File: src/rtl/seq_detect_pkg.sv
// Shared types and constants for the 1011 serial sequence detector.
package seq_detect_pkg;

  localparam int STATE_W = 2;
  localparam logic [3:0] PATTERN = 4'b1011;

  // Encoding equals the number of pattern bits matched so far.
  typedef enum logic [STATE_W-1:0] {
    S_IDLE = 2'b00,
    S_1    = 2'b01,
    S_10   = 2'b10,
    S_101  = 2'b11
  } state_t;

  // Bit the pattern expects next, given how many bits are already matched.
  function automatic logic pattern_bit(input state_t s);
    logic [1:0] idx;
    idx = 2'd3 - s;
    return PATTERN[idx];
  endfunction

endpackage

File: src/rtl/sat_counter.sv
// Saturating up-counter: sticks at all-ones, synchronous clear, async active-low reset.
module sat_counter #(
  parameter int WIDTH = 8
) (
  input  logic             clk_i,
  input  logic             rst_n_i,
  input  logic             inc_i,
  input  logic             clr_i,
  output logic [WIDTH-1:0] cnt_o
);

  always_ff @(posedge clk_i or negedge rst_n_i) begin
    if (!rst_n_i) begin
      cnt_o <= '0;
    end else if (clr_i) begin
      cnt_o <= '0;
    end else if (inc_i && (cnt_o != {WIDTH{1'b1}})) begin
      cnt_o <= cnt_o + 1'b1;
    end
  end

endmodule

File: src/rtl/seq_detect_1011.sv
// Serial 1011 detector with registered hit pulse and saturating hit counter.
// Define SEQ_DETECT_OVERLAP_EN for overlapping detection (trailing 1 reused).
module seq_detect_1011
  import seq_detect_pkg::*;
#(
  parameter int CNT_W = 8
) (
  input  logic               clk_i,
  input  logic               rst_n_i,
  input  logic               bit_i,
  input  logic               bit_vld_i,
  input  logic               clr_i,
  output logic               hit_o,
  output logic [CNT_W-1:0]   hit_cnt_o,
  output logic [STATE_W-1:0] state_o
);

`ifdef SEQ_DETECT_OVERLAP_EN
  localparam state_t AFTER_HIT = S_1;
`else
  localparam state_t AFTER_HIT = S_IDLE;
`endif

  state_t state_q;
  logic   hit_now;
  logic   bit_match;

  assign bit_match = (bit_i == pattern_bit(state_q));
  // A clear in the same cycle swallows the completing bit.
  assign hit_now   = bit_vld_i && !clr_i && (state_q == S_101) && bit_match;

  always_ff @(posedge clk_i or negedge rst_n_i) begin
    if (!rst_n_i) begin
      state_q <= S_IDLE;
      hit_o   <= 1'b0;
    end else begin
      hit_o <= hit_now;
      if (clr_i) begin
        state_q <= S_IDLE;
      end else if (bit_vld_i) begin
        if (bit_match) begin
          case (state_q)
            S_IDLE:  state_q <= S_1;
            S_1:     state_q <= S_10;
            S_10:    state_q <= S_101;
            S_101:   state_q <= AFTER_HIT;
            default: state_q <= S_IDLE;
          endcase
        end else begin
          // Fall back to the longest suffix that is still a pattern prefix.
          case (state_q)
            S_IDLE:  state_q <= S_IDLE;
            S_1:     state_q <= S_1;
            S_10:    state_q <= S_IDLE;
            S_101:   state_q <= S_10;
            default: state_q <= S_IDLE;
          endcase
        end
      end
    end
  end

  assign state_o = state_q;

  sat_counter #(
    .WIDTH(CNT_W)
  ) u_hit_cnt (
    .clk_i   (clk_i),
    .rst_n_i (rst_n_i),
    .inc_i   (hit_now),
    .clr_i   (clr_i),
    .cnt_o   (hit_cnt_o)
  );

endmodule

File: config.mk
export PLATFORM = sky130hd
export DESIGN_NAME = seq_detect_1011
export DESIGN_NICKNAME = d
export VERILOG_FILES = /design/src/rtl/seq_detect_pkg.sv /design/src/rtl/sat_counter.sv /design/src/rtl/seq_detect_1011.sv
export SDC_FILE = /design/constraint.sdc
export NUM_CORES = 1
export LEC_CHECK = 0
export ABC_AREA = 0
export CORE_MARGIN = 4
export CORE_UTILIZATION = 33
export CTS_BUF_LIST = sky130_fd_sc_hd__clkbuf_4 sky130_fd_sc_hd__clkbuf_8
export CTS_CLUSTER_SIZE = 25
export DETAILED_ROUTE_END_ITERATION = 8
export PLACE_DENSITY = 0.56
export SLEW_MARGIN = 10
export SYNTH_ARGS = -nofsm -noshare
export SYNTH_HDL_FRONTEND = slang
export SYNTH_SLANG_ARGS = --single-unit
File: constraint.sdc
create_clock -name clk_i -period 3.25 [get_ports clk_i]
set_input_delay 0.975 -clock clk_i [delete_from_list [all_inputs] [get_ports clk_i]]
set_output_delay 0.975 -clock clk_i [all_outputs]
set_load 0.01 [all_outputs]
### Word level (Yosys, flattened, before mapping)

Index checks and enable logic that the tools add are counted.

| cells by class | value |
|---|---|
| add/sub/neg operators | 2 |
| magnitude comparators | 1 |
| equality and inequality tests | 5 |
| muxes and demuxes | 9 |
| reductions and logical operators | 9 |

Operators by type and width:

| operator | count |
|---|---|
| $mux W8 | 2 |
| $add A8 B1 Y8 const B | 1 |
| $ne A8 B8 Y1 const B | 1 |
| $pmux W2 S4 | 1 |
| $mux W2 | 3 |
| $pmux W2 S3 | 1 |
| $eq A2 B2 Y1 const B | 2 |
| $logic_and A1 B1 Y1 | 4 |
| $reduce_bool A2 Y1 | 2 |
| $lt A2 B3 Y1 const B | 1 |
| $bmux W1 S2 | 1 |
| $eq A2 B1 Y1 const B | 1 |
| $logic_not A2 Y1 | 1 |
| $reduce_or A2 Y1 | 1 |
| $sub A2 B2 Y2 const A | 1 |
| $eq A1 B1 Y1 | 1 |
| $logic_not A1 Y1 | 1 |
| $mux W1 | 1 |

| storage, ports and cells | value |
|---|---|
| register bits | 11 |
| input bits | 5 |
| output and inout bits | 11 |
| logic and storage cells | 29 |

### Logic depth before layout (Yosys ltp)

| depth | value |
|---|---|
| depth in word-level cells | 8 |
| gate-level depth with buffers | 7 |
| gate-level depth less buffers | 7 |

### Hierarchy

From an unflattened synthesis, not the netlist that was laid out.

| second synthesis, totals | value |
|---|---|
| cells, all modules | 70 |
| area, all modules | 681.9 sq um |

Modules (own cells, without submodules):

| module | instances | cells each | area each (sq um) |
|---|---|---|---|
| sat_counter | 1 | 49 | 464.2 |
| seq_detect_1011 | 1 | 21 | 217.7 |

### Least setup slack after synthesis

Ideal clock, no wire load.

| timing path | value |
|---|---|
| path kind | input -> register |
| start | in bit_i |
| end | reg u_hit_cnt.cnt_o[3] |
| setup time | 0.125 ns |
| arrival time | 1.832 ns |
| required time | 3.125 ns |
| setup slack | 1.293 ns |
| cell stages on the path | 5 |
| cells stage by stage | xor2_2 nand4_4 clkinv_4 nand3_2 mux2_4 |

| on the way | value |
|---|---|
| longest elaborated chain between the ends | 4 |

RTL lines:

| item | RTL line | text |
|---|---|---|
| from (decl) | seq_detect_1011.sv:10 | `input logic bit_i,` |
| $eq A1 B1 Y1 | seq_detect_1011.sv:28 | `assign bit_match = (bit_i == pattern_bit(state_q));` |
| $logic_and A1 B1 Y1 | seq_detect_1011.sv:30 | `assign hit_now = bit_vld_i && !clr_i && (state_q == S_101) && bit_match;` |
| via hit_now | seq_detect_1011.sv:25 | `logic hit_now;` |
| $logic_and A1 B1 Y1 | sat_counter.sv:17 | `end else if (inc_i && (cnt_o != {WIDTH{1'b1}})) begin` |
| $reduce_bool A2 Y1 (no source line) | - |  |
| to (signal assigned) | sat_counter.sv:18 | `cnt_o <= cnt_o + 1'b1;` |
| to (decl) | sat_counter.sv:9 | `output logic [WIDTH-1:0] cnt_o` |

The timed path passes the listed nets, and every way through them passes these cells.
A chain may end at the register's enable or synchronous reset.

### Worst setup path after layout

| timing path | value |
|---|---|
| start | reg state_q[0] (netlist: state_o[0]) |
| end | out state_o[0] |

RTL lines:

| item | RTL line | text |
|---|---|---|
| from (decl) | seq_detect_1011.sv:24 | `state_t state_q;` |
| from (signal assigned) | seq_detect_1011.sv:34 | `state_q <= S_IDLE;` |
| from (signal assigned) | seq_detect_1011.sv:39 | `state_q <= S_IDLE;` |
| from (signal assigned) | seq_detect_1011.sv:43 | `S_IDLE: state_q <= S_1;` |
| to (decl) | seq_detect_1011.sv:15 | `output logic [STATE_W-1:0] state_o` |

No word-level cell between the ends.

==> results.txt <==
----------------------------------------------------
[CTS]
  Clock-pin slew reported for the worst setup and hold paths after clock tree synthesis ... 80 ps
  Clk buf depth ... 2
  Count of hold-fix buffers inserted at cts ... 0
  Count of cells resized by post-cts repair ... 0
  Clock latency on the worst-skew pair ... 270 ps
  Setup Fix Bufs, Post-CTS ... 0
  Number of buffers created by CTS ... 3
  Master cell of the clock root buffer ... sky130_fd_sc_hd__clkbuf_4
  Total number of clock tree sinks ... 11
  CTS tree ... yes
  CTS H-tree lvls ... 1

[Synth]
  Library cells used by synthesis ... 33
  Main synth FF type ... sky130_fd_sc_hd__dfrtp_1
  Share of the yosys chip area belonging to registers ... 38.73%
  Summed instance area of the synthesized netlist ... 710.7 µm²
  Largest family of logic cells by synthesized area ... simple AND/OR/NAND/NOR gates
  Ys Warns ... 0
  Synthesized-area fraction occupied by ao, oa, aoi and oai cells ... between 10% and 20%
  Count of state elements after synthesis ... 11
  Portion of netlist area occupied by mux cells ... 7.042%
  Share of flip-flops with an asynchronous set or reset ... 100.0%
  Number of enable flip-flop cells after synthesis ... 0
  Fraction of synthesized cell area in xor and xnor cells ... under 10%
  Area fraction in and, or, nand and nor cells after synthesis ... approximately 24%
  Post-Synth Adder-Cell Area ... 10.56%
  Avg Cell Area, Syn ... 10.45 µm²
  Post-synth net total ... 79
  Cells after synthesis ... 68

[Drt]
  Iteration-0 DRC count of the detailed router ... 0
  Routed WL per cell ... 12.41 µm
  Number of nets with antenna violations after routing ... 0
  First-pass iteration count of the detailed router ... 1
  DRC errors left ... 0
  Ratio of routed vias to standard cells ... 5.044
  Via count ... 570
  Drt total wl ... between 1000 and 1500 µm

[Run status]
  Status ... completed

[Global routing]
  Wire length of the first global-routing pass ... 2235 µm
  Pin count of the biggest net entering global routing ... 12
  Via count of the first global-routing pass ... 521
  Antenna violations before repair ... 0
  Grt ovf ... 0
  Overall fraction of global-route tracks in use ... approximately 11%

[Die]
  Overall die area ... 2960 µm²
  Number of placement rows ... 16
  Initial Util ... 35.50%
  Placeable core region ... roughly 2000 µm²
  Io pins ... 16
  Chip width ... 54.41 µm
  Height of the chip ... 54.41 µm

[Place]
  Placed wire-length estimate after detailed placement ... 1105 µm
  Inst Count DP ... between 100 and 150
  Number of buffers added on ports ... 15
  RePlAce Congestion ... ~0.77
  Worst setup slack before clock tree synthesis ... just under 700 ps

[Setup path]
  Worst path slowest cell ... sky130_fd_sc_hd__clkdlybuf4s50_1
  Critical path endpoint category ... primary output
  Worst reg2reg path endpoint ... u_hit_cnt.cnt_o[3]
  Required time reported for the critical path endpoint ... 2270 ps
  Type of element launching the critical path ... flip-flop
  Buffering stage count on the worst path with inverters included ... 1
  Number of cells on the worst reg-to-reg path ... 7
  Ordered list of cells on the worst path ... clkdlybuf4s50_1
  Arrival time of the worst setup path ... 1310 ps
  Critical Path Max Stage Delay ... around 580 ps
  Crit Path Max Fanout ... 6
  Crit path kind ... flip-flop to primary output
  Top cell family by delay on the critical path ... buffers and inverters
  Register-to-Register Setup Slack ... 1410 ps
  Startpoint of the most critical register-to-register path ... state_o[1]

[Power]
  Internal ... 0.2015 mW
  Worst vdd rail ir drop ... 140.4 µV
  Share of power burned in the clock network ... a little over a third
  Fraction of power consumed by sequential logic ... 51.5%
  Cell leakage power ... 0.4036 nW
  Fraction of power consumed by combinational cells ... 13.6%
  Power dissipated by switching net loads ... 0.07521 mW
  Pwr per Cell Area ... 301.7 nW/µm²
  Switching part of the total ... 27.18%

[STA]
  Slew at the pin with the worst max-slew slack ... 505.4 ps
  Sum Neg Setup Slack ... 0 ps
  # setup viols final ... 0
  Period utilization ... 70.21%
  Setup slack of the critical path after layout ... 968.1 ps
  Max_slew headroom ... 66.20%
  Number of max-slew violations in the final report ... 0
  Post-route clock skew ... 4.309 ps
  Final hold vios ... 0
  Minimum clock period after layout ... around 2300 ps
  Achievable frequency ... 0.4382 GHz
  Unrepaired setup endpoints after global routing ... no

[Finish]
  P&R area growth vs syn ... 29.05%
  Antenna diode count ... 0
  Number of filler cells placed in the layout ... 192
  Finished Layout Cells ... about 110
  Final net count ... 98
  Share of final-layout standard cells stronger than drive strength 1 ... between 10% and 20%

[Hold path]
  Number of instances on the worst hold path ... 1
  Class of the worst hold path ... flip-flop to flip-flop
  Hold endpoint ... u_hit_cnt.cnt_o[0]
  Startpoint of the tightest hold check path ... u_hit_cnt.cnt_o[0]

[Job]
  Max-cap check violation count ... 0

----------------------------------------------------
## registers in the layout, summed over array words and instances (netlist names)
register and cells:
state_o 2, hit_o 1, u_hit_cnt.cnt_o 8
## cell usage after synthesis, types with 2 or more instances
master                      n  share of area, %
sky130_fd_sc_hd__nand2_1    6               3.2
sky130_fd_sc_hd__mux2_4     2               4.2
sky130_fd_sc_hd__inv_1      2               1.1
sky130_fd_sc_hd__dfrtp_1   11                39
sky130_fd_sc_hd__o311ai_1   2               2.5
sky130_fd_sc_hd__ha_1       6                11
sky130_fd_sc_hd__and4_1     2               2.5
sky130_fd_sc_hd__a21oi_1    5               3.5
sky130_fd_sc_hd__nor2_1     3               1.6
sky130_fd_sc_hd__nor2b_1    2               1.8
sky130_fd_sc_hd__mux2i_1    2               2.8
sky130_fd_sc_hd__nand3_1    3               2.1
sky130_fd_sc_hd__nand3_2    2               2.8
## logic make-up (layout without fill, tap and decap cells)
| group | Yosys count | after routing |
|---|---|---|
| adders and majority gates | 6 | 6 |
| buffers and inverters | 5 | 23 |
| muxes | 4 | 4 |
| DFF | 11 | 11 |
| and+or+nand+nor | 27 | 27 |
| AOI/OAI and AO/OA | 13 | 13 |
| xor gates and xnor gates | 2 | 2 |
## power by group through the flow
stage / Clock (mW) / Combinational, mW / Sequential, mW
global placement: 0 / 0.0376 / 0.146
floorplan: 0 / 0.0201 / 0.146
CTS: 0.100 / 0.0388 / 0.143
detailed placement: 0 / 0.0387 / 0.145
finish: 0.0965 / 0.0377 / 0.143
global route: 0.105 / 0.0422 / 0.143
## final cells by class
cell class	count	area, µm²	share of cell area (%)
inverters	4	20.02	2.183
multi-input cells	52	410.4	44.75
well taps	27	33.78	3.683
clock buffers	3	22.52	2.456
repair buffers	15	150.1	16.37
clock inverters	1	5.005	0.5457
flip-flops and latches	11	275.3	30.01
## layout by cell type, fill, tap and decap left out, types with 2 or more instances in the layout
| cell | Yosys | layout |
|---|---|---|
| sky130_fd_sc_hd__and4_1 | 2 | 2 |
| sky130_fd_sc_hd__mux2_4 | 2 | 2 |
| sky130_fd_sc_hd__nor2_1 | 3 | 3 |
| sky130_fd_sc_hd__mux2i_1 | 2 | 2 |
| sky130_fd_sc_hd__ha_1 | 6 | 6 |
| sky130_fd_sc_hd__o311ai_1 | 2 | 2 |
| sky130_fd_sc_hd__a21oi_1 | 5 | 5 |
| sky130_fd_sc_hd__clkdlybuf4s50_1 | 0 | 15 |
| sky130_fd_sc_hd__nor2b_1 | 2 | 2 |
| sky130_fd_sc_hd__nand2_1 | 6 | 6 |
| sky130_fd_sc_hd__nand3_1 | 3 | 3 |
| sky130_fd_sc_hd__nand3_2 | 2 | 2 |
| sky130_fd_sc_hd__inv_1 | 2 | 2 |
| sky130_fd_sc_hd__dfrtp_1 | 11 | 11 |
| sky130_fd_sc_hd__clkbuf_4 | 0 | 3 |
## worst max-delay path by stage
| stage | startpoint | to | slack (ps) | cells after the start |
|---|---|---|---|---|
| 3_3_place_gp | bit_i | u_hit_cnt.cnt_o[3] | 730 | 6 |
| 2_1_floorplan | bit_i | u_hit_cnt.cnt_o[3] | 1290 | 5 |
| 4_1_cts | state_o[0] | state_o[0] | 940 | 1 |
| 6_report | state_o[0] | state_o[0] | 970 | 1 |
| 3_5_place_dp | bit_i | u_hit_cnt.cnt_o[3] | 680 | 6 |
| 5_1_grt | state_o[0] | state_o[0] | 900 | 1 |
## metal layers
metal / share of wire [%] / GRT usage [%] / vias up
li1: - / - / 283
met1: 43 / 12.98 / 266
met2: 48 / 16.93 / 16
met3: 5.1 / 2.725 / 5
met4: 3.6 / 8.714 / 0
met5: 0 / 0 / -
## through the flow
stage               utilization [%]  hold slack [ps]  instance area (µm²)  power (mW)
floorplan                         -            544.5                710.7      0.1658
global placement              44.44            521.6                889.6      0.1831
detailed placement            44.44            528.2                889.6      0.1839
CTS                           45.81            539.7                917.1      0.2820
global route                  45.81            570.6                917.1      0.2909
finish                        45.81            523.8                917.1      0.2767
Note: power is estimated with default switching activity, not from simulation.
